[src/rtl/pipe_ctrl_pkg.sv]
// pipe_ctrl_pkg: shared definitions for the pipeline controller.
//   StallBus    - width of the per-stage stall bus
//   state_e     - controller FSM encodings (RUN/FLUSH/REFILL)
//   EXC_*       - MEM-stage exception codes presented on excepttype_i
//   STALL_*     - the only legal (prefix) stall patterns
package pipe_ctrl_pkg;

  localparam int unsigned StallBus = 6;

  typedef enum logic [1:0] {
    RUN    = 2'd0,
    FLUSH  = 2'd1,
    REFILL = 2'd2
  } state_e;

  localparam logic [31:0] EXC_INT          = 32'h0000_0001;
  localparam logic [31:0] EXC_SYSCALL      = 32'h0000_0008;
  localparam logic [31:0] EXC_INST_INVALID = 32'h0000_000a;
  localparam logic [31:0] EXC_OV           = 32'h0000_000c;
  localparam logic [31:0] EXC_TRAP         = 32'h0000_000d;
  localparam logic [31:0] EXC_ERET         = 32'h0000_000e;

  localparam logic [StallBus-1:0] STALL_NONE = 6'b000000;
  localparam logic [StallBus-1:0] STALL_ID   = 6'b000111;
  localparam logic [StallBus-1:0] STALL_EX   = 6'b001111;
  localparam logic [StallBus-1:0] STALL_MEM  = 6'b011111;

endpackage

[src/rtl/pipe_ctrl.sv]
// pipe_ctrl: pipeline stall/flush controller.
//   Combines stage stall requests into a prefix stall bus and turns a
//   MEM-stage exception into a one-cycle registered flush with a redirect PC,
//   followed by a one-cycle REFILL in which new exceptions are ignored.
// Ports:
//   clk, rst            - clock, asynchronous active-high reset
//   stallreq_from_*     - ID / EX / MEM stall requests
//   excepttype_i        - MEM-stage exception code (0 = none)
//   cp0_epc_i           - EPC used as the eret target
//   stall               - per-stage hold (bit0 PC .. bit5 WB)
//   flush, new_pc       - registered flush pulse and redirect target
//   state_o             - FSM state for debug
//   stall_timeout_o     - sticky stall watchdog flag
// Optional feature: define PIPE_CTRL_STALL_WATCHDOG_EN to build the stall
// watchdog; otherwise stall_timeout_o is tied low.
module pipe_ctrl
  import pipe_ctrl_pkg::*;
#(
  parameter logic [31:0] EXC_VECTOR     = 32'h0000_0040,
  parameter logic [31:0] INT_VECTOR     = 32'h0000_0020,
  parameter int unsigned STALL_WD_LIMIT = 255
) (
  input  logic                clk,
  input  logic                rst,
  input  logic                stallreq_from_id,
  input  logic                stallreq_from_ex,
  input  logic                stallreq_from_mem,
  input  logic [31:0]         excepttype_i,
  input  logic [31:0]         cp0_epc_i,
  output logic [StallBus-1:0] stall,
  output logic                flush,
  output logic [31:0]         new_pc,
  output logic [1:0]          state_o,
  output logic                stall_timeout_o
);

  localparam logic [15:0] WdLimit = 16'(STALL_WD_LIMIT);

  state_e              state_q;
  logic                flush_q;
  logic [31:0]         new_pc_q;
  logic [31:0]         new_pc_d;
  logic [StallBus-1:0] stall_d;
  logic                exc_take;

  function automatic logic [31:0] exc_target(input logic [31:0] code,
                                             input logic [31:0] epc);
    if (code == EXC_INT)       return INT_VECTOR;
    else if (code == EXC_ERET) return epc;
    else                       return EXC_VECTOR;
  endfunction

  // Exceptions are only accepted in RUN; REFILL drops stale in-flight codes.
  assign exc_take = (state_q == RUN) && (excepttype_i != '0);
  assign new_pc_d = exc_target(excepttype_i, cp0_epc_i);

  // An accepted exception suppresses stalls: the bubble is absorbed by the flush.
  always_comb begin
    stall_d = STALL_NONE;
    if (state_q != FLUSH && !exc_take) begin
      if (stallreq_from_mem)     stall_d = STALL_MEM;
      else if (stallreq_from_ex) stall_d = STALL_EX;
      else if (stallreq_from_id) stall_d = STALL_ID;
    end
  end

  // Reset must force stall low asynchronously even though stall is combinational.
  assign stall   = rst ? STALL_NONE : stall_d;
  assign flush   = flush_q;
  assign new_pc  = new_pc_q;
  assign state_o = state_q;

  always_ff @(posedge clk or posedge rst) begin
    if (rst) begin
      state_q  <= RUN;
      flush_q  <= 1'b0;
      new_pc_q <= '0;
    end else begin
      unique case (state_q)
        RUN: begin
          if (exc_take) begin
            state_q  <= FLUSH;
            flush_q  <= 1'b1;
            new_pc_q <= new_pc_d;
          end
        end
        FLUSH: begin
          state_q <= REFILL;
          flush_q <= 1'b0;
        end
        REFILL: begin
          state_q <= RUN;
          flush_q <= 1'b0;
        end
        default: begin
          state_q <= RUN;
          flush_q <= 1'b0;
        end
      endcase
    end
  end

`ifdef PIPE_CTRL_STALL_WATCHDOG_EN
  logic [15:0] wd_cnt_q;
  logic [15:0] wd_cnt_d;
  logic        wd_to_q;

  // Counter saturates so a limit of 65535 is still reachable.
  always_comb begin
    wd_cnt_d = '0;
    if (stall[0] && !flush_q)
      wd_cnt_d = (wd_cnt_q == '1) ? wd_cnt_q : wd_cnt_q + 16'd1;
  end

  always_ff @(posedge clk or posedge rst) begin
    if (rst) begin
      wd_cnt_q <= '0;
      wd_to_q  <= 1'b0;
    end else begin
      wd_cnt_q <= wd_cnt_d;
      if (wd_cnt_d == WdLimit) wd_to_q <= 1'b1;
    end
  end

  assign stall_timeout_o = wd_to_q;
`else
  logic unused_wd_limit;
  assign unused_wd_limit = ^WdLimit;
  assign stall_timeout_o = 1'b0;
`endif

endmodule

[config.mk]
export PLATFORM = sky130hd
export DESIGN_NAME = pipe_ctrl
export DESIGN_NICKNAME = d
export VERILOG_FILES = /design/src/rtl/pipe_ctrl_pkg.sv /design/src/rtl/pipe_ctrl.sv
export SDC_FILE = /design/constraint.sdc
export NUM_CORES = 1
export LEC_CHECK = 0
export CAP_MARGIN = 10
export CORE_MARGIN = 1
export CORE_UTILIZATION = 50
export DETAILED_ROUTE_END_ITERATION = 12
export DONT_BUFFER_PORTS = 1
export GPL_TIMING_DRIVEN = 0
export PLACE_DENSITY_LB_ADDON = 0.15
export SLEW_MARGIN = 40
export SYNTH_ARGS = -nofsm -noshare
export SYNTH_HDL_FRONTEND = slang
export SYNTH_SLANG_ARGS = --single-unit
[constraint.sdc]
create_clock -name clk -period 1.7 [get_ports clk]
set_input_delay 0.17 -clock clk [delete_from_list [all_inputs] [get_ports clk]]
set_output_delay 0.17 -clock clk [all_outputs]
set_load 0.01 [all_outputs]
==> results.cfg <==
[synth]
synth_area_leaders = dfrtp_1, a22o_1, nor4_1, buf_4, o41ai_4
yosysTopAreaCellShare_pct = 61.2
ys_types = 22
synth_warnings = 0
synth_top_area_cell = dfrtp_1
synth-seq-cells = 34
synth-seq-area-share_pct = 61.2
syn-cell-area_mm2 = 0.00139
synth_cells = 106
syn_area_per_cell_um2 = 13.1

[power_and_ir_drop]
pwr-share-comb_pct = 7.4
cellLeakagePower_nw = 0.878
p_int_mw = 1.03
ir_drop_v = 0.000734
p_per_area_mw_per_mm2 = 667
seq_power_share_pct = 62.0
clkPwrFrac_pct = 30.6
switchingPower_mw = 0.278
swShare_pct = 21.3
fin_total_pwr_mw = 1.30

[timing]
slew_viol_final = 0
fin_setup_tns_ps = -162
post-route-min-period_ps = 1780
finalCritPeriodShare_pct = 105
skew_ps = 12.4
rsz0062_at_grt = true
clock.fmax_ghz = 0.562
hold_viol = 0
setup_ws_ps = -79.2
finalSetupViolations = 3

[cells_and_area]
fill_cells = 158
seqCellArea_um2 = 852
drive_above_1_share_pct = 23.8
n_antenna_cell = 0
mostFrequentLayoutCells = dfrtp_1, dlygate4sd3_1, a22o_1
stdcell_area_mm2 = 0.00196
fin_nets = 220
utilization_pct = 76.8
final_common_cell = dfrtp_1
syn_to_final_growth_pct = 40.6
multi_input_area_um2 = 548
stdcell_count = 181

[worst_setup_path]
crit_required_ps = 1530
max_stage_delay_ps = 460
slowest_stage = dfrtp_2
crit_type = reg2out
cp-end-kind = primary output
critPathArrivalTime_ps = 1610
worstSetupStartpointType = register
ff2ff_setup_slack_ps = 60
crit_fanout = 4
crit_chain = nor2b_4 > or2_4 > nor3_4 > buf_6

[die]
die_area_mm2 = 0.00300
rows = 18
initial_core_util_pct = 54.7
die_h_um = 54.8
ios = 111
fp.dieW_um = 54.8
core_area_mm2 = 0.00254

[place]
io_buffers = 0
dp_hpwl_um = 2370
dp_cells = 137
globalplace.congestion = 0.603
dpl-instance-area_mm2 = 0.00150

[detailed_routing]
vias = 1134
dr.pass1.iters = 4
first_iter_violations = 19
drc = 0
wl_per_cell_um = 19.2
antenna_left = 0
drt-total-wl_um = 3480
viasPerCell = 6.27

[clocking]
cts_root_buf = clkbuf_4
cts_tree = done
clk_latency_ps = 330
clk_pin_slew_ps = 90
htreeDepth = 2
clock-sinks = 34
cts_buffers = 5
clk_path_buf_depth = 2

[run_status]
status = complete, but fails checks
violations = negative setup slack

[grt]
grt.overflow.total = 0
grt_use_total_pct = 23.1
grt_antenna_before_repair = 0
grt_pass1_vias = 996
grt_max_degree = 35
grt_first_pass_wirelength_um = 4610

[run]
drv_cap = 0

[min_path]
hold_path_class = in2reg
[routing by layer]
layer	global-route usage (%)	up-vias	share of wire (%)
met2	40.8	88	57
met5	0	-	0
met3	7.78	4	8.6
met1	26.3	550	34
li1	-	492	-
met4	6.41	0	0.69
[power by group through the flow]
stage          clock network [mW]  logic, mW  registers, mW
6_report                    0.399     0.0969          0.808
5_1_grt                     0.455      0.105          0.808
4_1_cts                     0.414     0.0965          0.808
3_5_place_dp                    0     0.0328          0.824
3_3_place_gp                    0     0.0319          0.824
2_1_floorplan                   0     0.0282          0.824
[metrics by stage]
stage	setup slack [ps]	hold WS, ps
2_1_floorplan	-141	303
3_3_place_gp	-300	305
3_5_place_dp	-321	189
4_1_cts	-84.3	29.8
5_1_grt	-207	39.8
6_report	-79.2	56.0
[state kept, by name (all words and copies together) (netlist names)]
register,count
new_pc,32
state_o,2
[repair_timing]
item / in CTS / in global routing
pin swaps: 3 / 4
hold buffers: 32 / 0
gates resized for setup: 4 / 6
buffers inserted: 3 / 2
endpoints found under the setup margin: 35 / 35
hold endpoints to repair: 64 / 0
[synth_stat cells (all sizes together)]
cell     instances
a22o            30
buf             11
conb             1
dfrtp           34
inv              3
nand2            1
nand3            1
nand4            1
nand4b           1
nor2             2
nor2b            1
nor3             3
nor3b            1
nor4            10
o22a             1
o2bb2ai          1
o31ai            1
o41ai            1
or2              1
or3              1
[cell type report]
class | instances | area share, %
sequential | 34 | 43.6
tap | 30 | 1.92
buffer | 11 | 4.61
multi-input combinational | 59 | 28.0
clock buffer | 6 | 2.11
clock inverter | 1 | 0.384
timing repair buffer | 37 | 18.8
inverter | 3 | 0.576
[kinds of logic (layout without fill, tap and decap cells)]
group | Yosys count | after routing | synth area share (%)
compound gates | 34 | 34 | 22.7
flops | 34 | 34 | 61.2
simple gates | 23 | 23 | 9.71
buf+inv | 14 | 58 | 6.20
other cells | 1 | 2 | 0.270
[worst paths after layout]
| kind | from | endpoint | cells after the start |
|---|---|---|---|
| min in group asynchronous | rst | new_pc[29] | 3 |
| max in group asynchronous | rst | state_o[0] | 3 |
| hold reg to reg | state_o[1] | state_o[1] | 1 |
| setup reg to reg | state_o[1] | new_pc[26] | 5 |
| setup / recovery | state_o[0] | stall[2] | 4 |
| hold / removal | cp0_epc_i[6] | new_pc[6] | 2 |
[critical path, delay by kind of cell (launching register included)]
family	cells	cell delay, ps
flops	1	460
simple gates	3	680
buf+inv	1	150
Power figures use the tool's default switching activity.
